### config.mk
export PLATFORM = sky130hd
export DESIGN_NAME = alarm_sequencer
export DESIGN_NICKNAME = d
export VERILOG_FILES = /design/src/rtl/alarm_sequencer.sv
export SDC_FILE = /design/constraint.sdc
export NUM_CORES = 1
export LEC_CHECK = 0
export CORE_MARGIN = 5
export CORE_UTILIZATION = 45
export CTS_CLUSTER_DIAMETER = 40
export CTS_CLUSTER_SIZE = 20
export DETAILED_ROUTE_END_ITERATION = 12
export PLACE_DENSITY = 0.68
export SYNTH_ARGS = -nofsm -noshare
export SYNTH_HDL_FRONTEND = slang
export SYNTH_SLANG_ARGS = --single-unit
export TNS_END_PERCENT = 100
### constraint.sdc
create_clock -name clk -period 3.6 [get_ports clk]
set_input_delay 0.36 -clock clk [delete_from_list [all_inputs] [get_ports clk]]
set_output_delay 0.36 -clock clk [all_outputs]
set_load 0.03 [all_outputs]
### src/rtl/alarm_sequencer.sv
// Alarm sequencer: arms after an exit delay, watches a door/window contact
// and a motion sensor, runs an entry delay, then sounds the siren for a fixed
// time before falling back to a lights-only hold state that can re-trigger.
// event_cnt counts siren activations, saturating at 255, cleared only by reset.
module alarm_sequencer #(
  parameter int unsigned EXIT_DLY   = 16,
  parameter int unsigned ENTRY_DLY  = 16,
  parameter int unsigned SIREN_TIME = 64
) (
  input  logic       clk,
  input  logic       rst_n,
  input  logic       arm_req,
  input  logic       disarm_req,
  input  logic       vp,
  input  logic       sm,
  output logic       armed,
  output logic       exit_pend,
  output logic       entry_pend,
  output logic       siren,
  output logic       lights,
  output logic [7:0] event_cnt,
  output logic [2:0] state_dbg
);

  typedef enum logic [2:0] {
    S_DISARMED = 3'd0,
    S_EXIT     = 3'd1,
    S_ARMED    = 3'd2,
    S_ENTRY    = 3'd3,
    S_ALARM    = 3'd4,
    S_HOLD     = 3'd5
  } state_t;

  // Counter reload values: a timed state of N cycles starts at N-1 and
  // leaves on the edge where the counter is already 0.
  localparam logic [15:0] EXIT_LOAD  = 16'(EXIT_DLY - 1);
  localparam logic [15:0] ENTRY_LOAD = 16'(ENTRY_DLY - 1);
  localparam logic [15:0] SIREN_LOAD = 16'(SIREN_TIME - 1);

  state_t      state_q;
  state_t      state_d;
  logic [15:0] cnt_q;
  logic [15:0] cnt_d;
  logic        alarm_entry;

  logic        vp_meta;
  logic        vp_s;
  logic        sm_meta;
  logic        sm_s;
  logic        trig;
  logic        cnt_zero;

  // Two-flop synchronizers; reset values model a closed contact and no motion
  // so that leaving reset never looks like an intrusion.
  always_ff @(posedge clk or negedge rst_n) begin
    if (!rst_n) begin
      vp_meta <= 1'b1;
      vp_s    <= 1'b1;
      sm_meta <= 1'b0;
      sm_s    <= 1'b0;
    end else begin
      vp_meta <= vp;
      vp_s    <= vp_meta;
      sm_meta <= sm;
      sm_s    <= sm_meta;
    end
  end

  // An open contact or any motion counts as a trigger.
  assign trig     = ~vp_s | sm_s;
  assign cnt_zero = (cnt_q == 16'd0);

  // State and delay-counter registers.
  always_ff @(posedge clk or negedge rst_n) begin
    if (!rst_n) begin
      state_q <= S_DISARMED;
      cnt_q   <= 16'd0;
    end else begin
      state_q <= state_d;
      cnt_q   <= cnt_d;
    end
  end

  // Next-state logic; disarm overrides everything else, including expiry.
  always_comb begin
    state_d     = state_q;
    cnt_d       = cnt_q;
    alarm_entry = 1'b0;
    if (disarm_req) begin
      state_d = S_DISARMED;
      cnt_d   = 16'd0;
    end else begin
      case (state_q)
        S_DISARMED: begin
          if (arm_req) begin
            state_d = S_EXIT;
            cnt_d   = EXIT_LOAD;
          end
        end
        S_EXIT: begin
          // Sensors are deliberately ignored so the occupant can leave.
          if (cnt_zero) begin
            state_d = S_ARMED;
          end else begin
            cnt_d = cnt_q - 16'd1;
          end
        end
        S_ARMED: begin
          if (trig) begin
            state_d = S_ENTRY;
            cnt_d   = ENTRY_LOAD;
          end
        end
        S_ENTRY: begin
          // Closing the door again does not cancel; only disarm does.
          if (cnt_zero) begin
            state_d     = S_ALARM;
            cnt_d       = SIREN_LOAD;
            alarm_entry = 1'b1;
          end else begin
            cnt_d = cnt_q - 16'd1;
          end
        end
        S_ALARM: begin
          if (cnt_zero) begin
            state_d = S_HOLD;
          end else begin
            cnt_d = cnt_q - 16'd1;
          end
        end
        S_HOLD: begin
          if (trig) begin
            state_d     = S_ALARM;
            cnt_d       = SIREN_LOAD;
            alarm_entry = 1'b1;
          end
        end
        default: begin
          state_d = S_DISARMED;
          cnt_d   = 16'd0;
        end
      endcase
    end
  end

  // Registered Moore outputs decoded from the next state, so they are valid
  // in the same cycle the state is entered.
  always_ff @(posedge clk or negedge rst_n) begin
    if (!rst_n) begin
      armed      <= 1'b0;
      exit_pend  <= 1'b0;
      entry_pend <= 1'b0;
      siren      <= 1'b0;
      lights     <= 1'b0;
    end else begin
      armed      <= (state_d == S_ARMED) || (state_d == S_ENTRY) ||
                    (state_d == S_ALARM) || (state_d == S_HOLD);
      exit_pend  <= (state_d == S_EXIT);
      entry_pend <= (state_d == S_ENTRY);
      siren      <= (state_d == S_ALARM);
      lights     <= (state_d == S_ALARM) || (state_d == S_HOLD);
    end
  end

  // Saturating count of siren activations; survives disarm.
  always_ff @(posedge clk or negedge rst_n) begin
    if (!rst_n) begin
      event_cnt <= 8'd0;
    end else if (alarm_entry && (event_cnt != 8'hFF)) begin
      event_cnt <= event_cnt + 8'd1;
    end
  end

  assign state_dbg = state_q;

endmodule

==> key figures <==
Global route
  – Global route overflow: 0
  – Overall fraction of global-route tracks in use: 14.2%
  – Pin count of the biggest net entering global routing: 37
  – Wire length of the first global-routing pass: 6.71 mm
  – Via count of the first global-routing pass: 1404
  – Initial antenna violation count: 0

Die
  – Initial standard-cell utilization of the core: 45.8%
  – Core outline area: 4320 um^2
  – Die boundary height: 76.3 um
  – Area enclosed by the die boundary: 5830 um^2
  – Number of placement rows: 24
  – Die Width: 76.3 um
  – Total I/O pin count: 22

Setup path
  – Req. time, crit path: 3.80 ns
  – Origin of the critical flop-to-flop path: state_dbg[1]
  – Crit path kind: register to register
  – Cells on worst reg2reg path: 6
  – Worst endpoint data arrival time: 2.74 ns
  – Slowest library cell on the worst path: sky130_fd_sc_hd__dfrtp_1
  – Crit-path max FO: 26
  – Delay of the slowest cell on the worst path: 0.82 ns
  – Worst r2r dst: cnt_q[10]
  – Nature of the critical path endpoint: register
  – Crit path cell chain: nand3b_1, a21boi_0, o21bai_1, nand4_1, or4_2, o21ai_0
  – Slack of the worst reg-to-reg path: 1.06 ns
  – Nature of the critical path startpoint: register

Timing
  – Highest achievable clock rate: 0.394 GHz
  – Relative slew slack: 51.2%
  – Summed negative setup slack over all endpoints: 0 ns
  – Setup repair after global routing missed its margin: no
  – Number of slew-limit violations in the final report: 0
  – Ratio of final minimum period to clock period: 70.5%
  – Count of final setup violators: 0
  – Slew @ Worst Pin: 0.732 ns
  – Clock skew after layout: 0.00754 ns
  – Final min period: 2.54 ns
  – Hold Violations, Final: 0

Logic synthesis
  – Most common cell in the synthesized netlist: sky130_fd_sc_hd__dfrtp_1
  – Area fraction of the dominant cell type after synthesis: 43.0%
  – Post-synthesis compound-gate area fraction: 19.0%
  – Most area-hungry cell type in the Yosys netlist: sky130_fd_sc_hd__dfrtp_1
  – Commonest cells in the netlist: 34 x sky130_fd_sc_hd__dfrtp_1, 18 x sky130_fd_sc_hd__nor2_1, 16 x sky130_fd_sc_hd__a21oi_1, 12 x sky130_fd_sc_hd__nand2_1, 11 x sky130_fd_sc_hd__o21ai_0
  – Asr flop ratio synth: 100%
  – XOR/XNOR share of the synthesized area: 4.86%
  – Dominant combinational cell family by area after synthesis: simple AND/OR/NAND/NOR gates
  – Number of synthesized flops with an enable pin: 0
  – Post-synthesis register bit count: 36
  – Share of synthesized cell area in and, or, nand and nor gates: 25.8%
  – Synthesized area: 1980 um^2
  – Multiplexer share of the synthesized area: 1.14%
  – Number of different library cells in the post-synthesis netlist: 53
  – Total of warnings raised by yosys: 0
  – Primary FF master, synth: sky130_fd_sc_hd__dfrtp_1
  – Synth area leaders: sky130_fd_sc_hd__dfrtp_1 43%, sky130_fd_sc_hd__a21oi_1 4.0%, sky130_fd_sc_hd__xor2_1 4.0%
  – Arithmetic-cell share of the synthesized area counting full adders, half adders and majority gates: 1.26%
  – Sequential-to-total area share from yosys stat: 45.6%
  – Instance count of the mapped netlist: 203
  – Net Count, Synth: 211
  – Post-Syn Area per Cell: 9.76 um^2

Routing
  – Post-route ant nets: 0
  – Number of vias after detailed routing: 1553
  – Total iterations of the first detailed-routing run: 4
  – Routed wire length: 3.95 mm
  – WL per Instance: 14.2 um
  – DR iter-0 viols: 115
  – Remaining design rule violation count: 0
  – Via density: 5.59

CTS
  – Post-CTS Hold Buffers: 0
  – CTS resizes: 0
  – Clock tree from TritonCTS: yes
  – Worst-Skew Late Latency: 0.29 ns
  – Post-CTS clock slew at the launch and capture registers of the worst setup and hold paths: 0.07 ns
  – Library cell used as clock root buffer: sky130_fd_sc_hd__clkbuf_8
  – Total clock buffers created by CTS: 5
  – Total number of H-tree levels: 2
  – Setup bufs post-CTS: 0
  – CTS sink count: 36
  – Maximum count of clock buffers along a single path: 2

Pwr
  – Worst ir drop on vdd: 0.342 mV
  – Power per cell area: 816 nW/um^2
  – Static leakage power: 1.04 nW

Hold path
  – Hold path start: sm_meta
  – Count of cells along the worst hold path: 0
  – Kind of path behind the tightest hold check: register to register
  – Terminating pin of the worst hold path: sm_s

Layout
  – Max FFs per register: 16
  – Antenna cell count: 0
  – Layout Cells excl Fill: 278
  – Post-layout net count: 233
  – Synth-to-Final Area Change: 20.9%
  – Fraction of layout cells with a size suffix above 1: 11.9%
  – Largest Register: cnt_q

Run
  – MaxCap Viol Count: 0

Placement
  – Number of buffers inserted by port buffering: 21
  – Final Wtd Congestion: 0.825
  – HPWL reported at the end of detailed placement: 2.73 mm
  – Number of cells in the design after placement: 270

Status
  – Run status: finished clean
[worst max-delay path by stage]
| stage | slack, ns | cells past startpoint | end | startpoint |
|---|---|---|---|---|
| 2_1_floorplan | 1.47 | 7 | cnt_q[10] | cnt_q[0] |
| 3_3_place_gp | 1.10 | 5 | cnt_q[10] | disarm_req |
| 3_5_place_dp | 1.09 | 5 | cnt_q[10] | disarm_req |
| 4_1_cts | 1.09 | 6 | cnt_q[10] | state_dbg[1] |
| 5_1_grt | 0.86 | 6 | cnt_q[10] | state_dbg[1] |
| 6_report | 1.06 | 6 | cnt_q[10] | state_dbg[1] |
[cell families (layout without fill, tap and decap cells)]
family / count (synthesis) / in the layout
AO/OA/AOI/OAI: 55 / 55
adder cells (fa/ha/maj): 2 / 2
flip-flops: 36 / 36
XOR/XNOR: 11 / 11
AND/OR/NAND/NOR: 85 / 85
multiplexers: 2 / 2
buffers and inverters: 12 / 35
[stage by stage]
step | setup slack [ns] | util [%] | hold slack, ns | power (W) | cell area [um^2]
2_1_floorplan | 1.47 | - | 0.0644 | 0.00127 | 1980
3_3_place_gp | 1.10 | 51.7 | 0.335 | 0.00145 | 2240
3_5_place_dp | 1.09 | 51.7 | 0.336 | 0.00147 | 2240
4_1_cts | 1.09 | 55.4 | 0.353 | 0.00197 | 2390
5_1_grt | 0.862 | 55.4 | 0.365 | 0.00210 | 2390
6_report | 1.06 | 55.4 | 0.351 | 0.00195 | 2390
[where the power goes]
group	internal, W	switching, W
Clock	0.000347	0.000144
Combinational	0.000360	0.000442
Sequential	0.000503	0.000159
Total	0.00121	0.000745
[cell type report]
type                    instances  area [um^2]
flip-flops and latches         36          903
repair buffers                 22          218
inverters                       5         18.8
clock inverters                 3         90.1
fillers                       398         1930
well taps                      52         65.1
multi-input cells             155         1030
clock buffers                   5         68.8
[worst max-delay path, delay by kind of cell (launching register included)]
| family | cells | cell delay (ns) |
|---|---|---|
| flops | 1 | 0.82 |
| compound gates | 3 | 0.54 |
| simple gates | 3 | 1.10 |
[routing by layer]
metal / vias up / wire [um] / track usage [%] / share of wire [%]
met1: 721 / 1930 / 19.8 / 49
met3: 5 / 168 / 4.02 / 4.3
met4: 0 / 67 / 5.77 / 1.7
met5: - / 0 / 0 / 0
li1: 792 / - / - / -
met2: 35 / 1780 / 20.6 / 45
[layout by cell type, fill, tap and decap left out, types with 3 or more instances in the layout]
master / n
sky130_fd_sc_hd__dfrtp_1: 34
sky130_fd_sc_hd__clkdlybuf4s50_1: 21
sky130_fd_sc_hd__nor2_1: 18
sky130_fd_sc_hd__a21oi_1: 16
sky130_fd_sc_hd__nand2_1: 12
sky130_fd_sc_hd__o21ai_0: 11
sky130_fd_sc_hd__xor2_1: 9
sky130_fd_sc_hd__nand3_1: 7
sky130_fd_sc_hd__nor4_1: 6
sky130_fd_sc_hd__nand2b_1: 6
sky130_fd_sc_hd__nor3_1: 6
sky130_fd_sc_hd__inv_1: 5
sky130_fd_sc_hd__or3_1: 5
sky130_fd_sc_hd__clkbuf_8: 5
sky130_fd_sc_hd__o31ai_1: 4
sky130_fd_sc_hd__a22o_1: 4
sky130_fd_sc_hd__or2_2: 3
sky130_fd_sc_hd__or4_1: 3
sky130_fd_sc_hd__bufinv_16: 3
Power figures use the tool's default switching activity.
